<file path="config.mk">
export PLATFORM = sky130hd
export DESIGN_NAME = div_share_arbiter
export DESIGN_NICKNAME = d
export VERILOG_FILES = /design/src/rtl/div_share_arbiter.sv
export SDC_FILE = /design/constraint.sdc
export NUM_CORES = 1
export LEC_CHECK = 0
export CAP_MARGIN = 10
export CORE_AREA = 2 2 109 111
export DETAILED_ROUTE_END_ITERATION = 12
export DIE_AREA = 0 0 111 113
export PLACE_DENSITY = 0.81
export SLEW_MARGIN = 25
export SYNTH_ARGS = -nofsm -noshare
export SYNTH_HDL_FRONTEND = slang
export SYNTH_SLANG_ARGS = --single-unit
</file>
<file path="constraint.sdc">
create_clock -name clk -period 3.6 [get_ports clk]
set_input_delay 0.54 -clock clk [delete_from_list [all_inputs] [get_ports clk]]
set_output_delay 0.54 -clock clk [all_outputs]
set_load 0.02 [all_outputs]
</file>
<file path="src/rtl/div_share_arbiter.sv">
// Round-robin sharing of one pipelined 16-bit divider among N requesters.
// A tag pipe shadows the divider so each result is routed back to the requester that issued it.
module div_share_arbiter #(
  parameter int N   = 4,
  parameter int LAT = 17
) (
  input  logic            clk,
  input  logic            rst,
  input  logic [N-1:0]    req_valid,
  output logic [N-1:0]    req_ready,
  input  logic [16*N-1:0] req_dividend,
  input  logic [16*N-1:0] req_divisor,
  output logic [N-1:0]    rsp_valid,
  input  logic [N-1:0]    rsp_ready,
  output logic [15:0]     rsp_quotient,
  output logic [15:0]     rsp_remainder,
  output logic            rsp_dz,
  output logic [15:0]     div_dividend,
  output logic [15:0]     div_divisor,
  output logic            div_stall,
  input  logic [15:0]     div_quotient,
  input  logic [15:0]     div_reminder,
  output logic [4:0]      inflight
);

  typedef struct packed {
    logic       valid;
    logic [2:0] id;
    logic       dz;
  } tag_t;

  tag_t       pipe_q [LAT];
  tag_t       head;
  tag_t       entry0_d;
  logic [2:0] ptr_q, ptr_d;
  logic [2:0] grant;
  logic       found;
  logic       accept;
  logic       head_ready;
  logic       leave;
  logic [4:0] inflight_q, inflight_d;

  assign head = pipe_q[LAT-1];

  always_comb begin
    // NOTE: every always_comb output gets a default first so no path leaves it unassigned (no latch).
    head_ready = 1'b0;
    rsp_valid  = '0;
    for (int k = 0; k < N; k++) begin
      if (head.id == 3'(k)) begin
        head_ready   = rsp_ready[k];
        rsp_valid[k] = head.valid;
      end
    end
  end

  assign div_stall     = head.valid & ~head_ready;
  assign leave         = head.valid & ~div_stall;
  assign rsp_quotient  = div_quotient;
  assign rsp_remainder = div_reminder;
  assign rsp_dz        = head.dz;
  assign inflight      = inflight_q;

  // Round-robin: first requester at or above ptr, else wrap to the lowest valid one.
  always_comb begin
    found = 1'b0;
    grant = '0;
    for (int k = 0; k < N; k++) begin
      if (!found && req_valid[k] && (3'(k) >= ptr_q)) begin
        found = 1'b1;
        grant = 3'(k);
      end
    end
    for (int k = 0; k < N; k++) begin
      if (!found && req_valid[k]) begin
        found = 1'b1;
        grant = 3'(k);
      end
    end

    accept       = found & ~div_stall & ~rst;
    req_ready    = '0;
    div_dividend = '0;
    div_divisor  = '0;
    for (int k = 0; k < N; k++) begin
      if (grant == 3'(k)) begin
        div_dividend = req_dividend[16*k +: 16];
        div_divisor  = req_divisor[16*k +: 16];
        req_ready[k] = accept;
      end
    end

    entry0_d = '0;
    ptr_d    = ptr_q;
    if (accept) begin
      entry0_d = '{valid: 1'b1, id: grant, dz: (div_divisor == 16'd0)};
      ptr_d    = (grant == 3'(N-1)) ? 3'd0 : grant + 3'd1;
    end
    inflight_d = inflight_q + {4'd0, accept} - {4'd0, leave};
  end

  always_ff @(posedge clk or posedge rst) begin
    if (rst) begin
      // NOTE: the tag pipe is a handful of flops, not a RAM, so resetting every entry is cheap and
      // is what guarantees no stale response survives a mid-flight reset.
      for (int i = 0; i < LAT; i++) pipe_q[i] <= '0;
      ptr_q      <= '0;
      inflight_q <= '0;
    end else begin
      // NOTE: sequential state uses non-blocking assignments so the shift reads pre-edge values.
      ptr_q      <= ptr_d;
      inflight_q <= inflight_d;
      if (!div_stall) begin
        pipe_q[0] <= entry0_d;
        for (int i = 1; i < LAT; i++) pipe_q[i] <= pipe_q[i-1];
      end
    end
  end

endmodule

</file>
Word level (Yosys, flattened, before mapping) --
Index checks and enable logic that the tools add are counted.
Word-level totals: flip-flop bits (word level) 93, bits of input ports 170, word-level logic and storage cells 131, output and inout port bits 79
Cells by class: add/sub/neg operators 3, equal/unequal tests 6, bitwise gates (word level) 7, reduce and logical (&&, ||, !) cells 21, magnitude comparators 4, muxes and demuxes 37
Operator list (number):
- $mux 16 | 8
- $mux 1 | 21
- $mux 3 | 7
- $logic_not 16->1 | 1
- $eq 3x2->1 const B | 4
- $logic_and 1x1->1 | 11
- $logic_not 1->1 | 7
- $eq 3x1->1 const B | 2
- $ge 1x3->1 const A | 2
- $ge 2x3->1 const A | 2
- $logic_not 3->1 | 2
- $add 5x1->5 | 1
- $mux 5 | 1
- $sub 5x1->5 | 1
- $and 1x1->1 | 4
- $add 3x1->3 const B | 1
- $not 1->1 | 3

Longest topological paths before layout --
depth in word-level cells 34, mapped depth 13, gate-level depth less buffers 13

Worst setup path after synthesis --
Ideal clock, no wire load.
path kind input to output, from input req_valid[0], to output div_dividend[10], slack 301 ps, buffers on the path 3, data required time 3060 ps, arrival 2759 ps, stages 12, cells stage by stage nor2b_1 > a21oi_1 > o22ai_1 > a21oi_1 > ha_1 > buf_2 > clkbuf_1 > buf_1 > a22oi_1 > nor2_1 > a21oi_1 > o21ai_0
Between the ends: word-level cells in the longest chain between the ends 31, elaborated cells on any way between the ends 40, those cells by class 3 x eq/ne; 18 x mux; 19 x reduce/logical
RTL lines:
- start, declared | line 9 | input logic [N-1:0] req_valid,
- $logic_and 1x1->1 | line 69 | if (!found && req_valid[k] && (3'(k) >= ptr_q)) begin
- $mux 1 | line 69
- $logic_not 1->1 | line 69
- $logic_and 1x1->1 (2 in series) | line 69
- $mux 1 | line 69
- $logic_not 1->1 | line 69
- $logic_and 1x1->1 (2 in series) | line 69
- $mux 1 | line 69
- (+11 left out)
- $logic_and 1x1->1 | line 75 | if (!found && req_valid[k]) begin
- $mux 1 | line 75
- $logic_not 1->1 | line 75
- $logic_and 1x1->1 | line 75
- $mux 3 (*) | line 75
- $logic_not 3->1 | line 86 | if (grant == 3'(k)) begin
- $mux 16 (3 in series) | line 86
- $mux 16 (*) | line 86
- end, declared | line 18 | output logic [15:0] div_dividend,
Mark *: on every way between the ends. The rest lies on a longest branch, timed or not.

Final worst setup path --
from input req_valid[0], to output req_ready[2]
Between the ends: word-level cells in the longest chain between the ends 29, elaborated cells on any way between the ends 37, those cells by class 1 x eq/ne; 16 x mux; 2 x bitwise; 18 x reduce/logical
RTL lines:
- $logic_and 1x1->1 | line 69
- $mux 1 | line 69
- $logic_not 1->1 | line 69
- $logic_and 1x1->1 (2 in series) | line 69
- $mux 1 | line 69
- $logic_not 1->1 | line 69
- $logic_and 1x1->1 (2 in series) | line 69
- $mux 1 | line 69
- (+10 left out)
- $logic_not 1->1 | line 75
- $logic_and 1x1->1 | line 75
- $mux 1 | line 75
- $logic_not 1->1 | line 75
- $logic_and 1x1->1 | line 75
- $mux 1 | line 75
- $and 1x1->1 (2 in series) | line 81 | accept = found & ~div_stall & ~rst;
- $mux 1 (*) | line 86
- end, declared | line 10 | output logic [N-1:0] req_ready,
Marks and branches as above.

==> results_dict.tcl <==
set metrics [dict create \
    status "complete, no violations" \
    syn_area_per_cell_um2 10.3 \
    synth_fa_ha_area_share_pct 3.11 \
    synth_ff_type "dfrtp_1" \
    hold_depth 1 \
    synth_mux_area_share_pct 17.2 \
    p_int_mw 3.18 \
    drv_cap 0 \
    syn_area_um2 4260 \
    grt_usage_pct 22.1 \
    grt_pass1_wl_um 21500 \
    htree_levels 3 \
    peakVddDrop_mv 0.504 \
    hp-class "register to register" \
    syn_nets 593 \
    crit_type "input port to output port" \
    die_h_um 113 \
    period_minus_slack_ns 3.51 \
    synth_compound_area_share_pct 15.4 \
    drive_above_1_share_pct 29.9 \
    p_comb_share_pct 59.3 \
    cts_max_path_buffers 2 \
    nNetsFinal 767 \
    yosysWarnings 0 \
    fin_area_um2 6580 \
    finalHoldViolations 0 \
    pin_count 249 \
    synth_edf_count 0 \
    syn_to_final_growth_pct 54.5 \
    async_flop_share_pct 100 \
    setup_viol 0 \
    rows 39 \
    cts_made_buffers 9 \
    swShare_pct 40.4 \
    wl_per_cell_um 19.1 \
    grt_pass1_vias 4098 \
    syn_inst 413 \
    clock.fmax_mhz 285 \
    drtIter0Drc 200 \
    end_kind "output port" \
    initial_utilization_pct 37.8 \
    synth-simple-area-share_pct 9.29 \
    fin_crit_sh_pct 97.6 \
    gp_congestion 0.939 \
    cts.root.buffer_cell "clkbuf_16" \
    worst_pin_slew_ns 0.796 \
    fp.dieW_um 111 \
    grt.overflow.total 0 \
    synth_cell_types 37 \
    ys_seq_elements 75 \
    p_clk_share_pct 16.6 \
    slew_viol_final 0 \
    core_um2 11300 \
    antenna_found_initial 0 \
    cts_num_sinks 75 \
    synth_top_family_by_area "multiplexers" \
    ys_top_cells_by_area "dfrtp_1, mux2_2, buf_4" \
    synth_top_area_cell "dfrtp_1" \
    clkTransAtPathRegs_ns 0.06 \
    crit_fanout 33 \
    rsz0062_at_grt "yes" \
    fill_cells 950 \
    grt_max_degree 68 \
    r2r_cells 14 \
    utilization_pct 58.3 \
    setup_tns_ns 0 \
    synthXorXnorAreaFrac_pct 0.823 \
    cp_data_required_time_ns 3.06 \
    pwr-share-seq_pct 24.1 \
    hpwlAfterDp_um 11100 \
    antenna_left 0 \
    cellLeakagePower_nw 2.92 \
    wl_um 14100 \
    diodes 0 \
    p_sw_mw 2.15 \
    fin_worst_skew_ns 0.00556 \
    via_per_inst 5.28 \
    first_pass_iters 4 \
    seq_area_frac_synth_pct 44.1 \
    placed_cell_area_um2 6220 \
    yosysTopAreaCellShare_pct 44.1 \
    ctsHoldBuffers 0 \
    cts_tree "built" \
    relSlewSlack_pct 46.9 \
    p_per_area_nw_per_um2 811 \
    crit_arrival_ns 2.97 \
    crit_path_start_kind "input port" \
    vias 3881 \
    dieArea_um2 12500 \
    drc 0 \
    portBuffers 184 \
    clk_latency_ns 0.33 \
]
==> metal layers <==
layer	routed length (um)	vias to the layer above	GRT usage (%)	share of wire [%]
li1	-	1802	-	-
met1	5280	1879	25.3	38
met2	7060	179	38.1	50
met3	1420	21	9.11	10
met4	283	0	6.75	2.0
met5	0	-	0	0
==> layout by cell type, fill, tap and decap left out, drive strengths merged, types with 4 or more instances in the layout <==
cell type      instances
inv                   16
buf                   48
nand2                 31
a21oi                 22
o21ai                 19
dfrtp                 75
nor4                   4
nor2                  31
clkbuf                27
a22oi                 15
xnor2                  4
o31ai                  5
nor2b                  6
clkdlybuf4s50        151
mux2                  63
clkdlybuf4s15          4
ha                     9
o22ai                 20
a221oi                16
and2                   4
==> power by group through the flow <==
stage               logic [mW]  clock network, mW  registers (mW)
floorplan                 1.90                  0            1.28
detailed placement        3.21                  0            1.29
CTS                       3.18              0.904            1.29
finish                    3.16              0.887            1.28
global placement          3.15                  0            1.27
global route              3.42              0.934            1.32
==> cell families (layout without fill, tap and decap cells) <==
kind of cell             Yosys count  count (layout)
AO/OA/AOI/OAI                    101             101
AND/OR/NAND/NOR                   84              84
flip-flops                        75              75
buffers and inverters             75             254
multiplexers                      64              64
adder cells (fa/ha/maj)           10              10
XOR/XNOR                           4               4
==> sequential cells by signal, indices dropped and copies added (netlist names) <==
name / count
inflight: 5
head: 3
ptr_q: 2
pipe_q: 64
rsp_dz: 1
==> worst paths after layout <==
path | startpoint | endpoint | slack [ns]
max | req_valid[0] | req_ready[2] | 0.09
min | pipe_q[9] | head[4] | 0.48
max reg2reg | ptr_q[1] | pipe_q[80] | 0.74
min reg2reg | pipe_q[9] | head[4] | 0.48
max in group asynchronous | rst | pipe_q[51] | 2.17
min in group asynchronous | rst | pipe_q[71] | 0.73
==> critical path: stages <==
cell	delay, ns
clkdlybuf4s50_1	0.52
nor2b_2	0.18
a21oi_1	0.05
o22ai_1	0.18
a21oi_2	0.09
inv_1	0.10
ha_2	0.26
buf_6	0.26
and2_1	0.16
clkdlybuf4s50_1	0.61
==> synthesized netlist by cell type (all sizes together) (4+ instances only) <==
cell type  number
dfrtp          75
mux2           63
buf            47
nand2          31
nor2           31
a21oi          22
o22ai          20
o21ai          19
inv            17
a221oi         16
a22oi          15
clkbuf         11
ha              9
nor2b           6
o31ai           5
and2            4
nor4            4
xnor2           4
==> final cells by class <==
type                    instances  area, um2  share of cell area (%)
multi-input cells             263       2120                    32.2
clock inverters                 4       50.0                   0.761
inverters                      17       65.1                   0.989
repair buffers                221       2040                    31.1
clock buffers                  12        246                    3.75
well taps                     143        179                    2.72
flip-flops and latches         75       1880                    28.5
==> repair_timing <==
action / 4_1_cts / 5_1_grt
resized for setup: 81 / 73
setup buffers: 0 / 1
endpoints found under the setup margin: 34 / 35
pin swaps: 0 / 2
==> per-stage QoR <==
| stage | setup slack [ns] | std cells | hold slack, ns | power [mW] |
|---|---|---|---|---|
| after detailed placement | -0.492 | 718 | 0.462 | 4.50 |
| after global routing | -0.0700 | 735 | 0.504 | 5.68 |
| final | 0.0866 | 735 | 0.475 | 5.33 |
| after floorplan | 0.301 | 413 | 0.433 | 3.18 |
| after global placement | -0.370 | 718 | 0.450 | 4.42 |
| after CTS | -0.0242 | 734 | 0.476 | 5.37 |
Note: power is estimated with default switching activity, not from simulation.
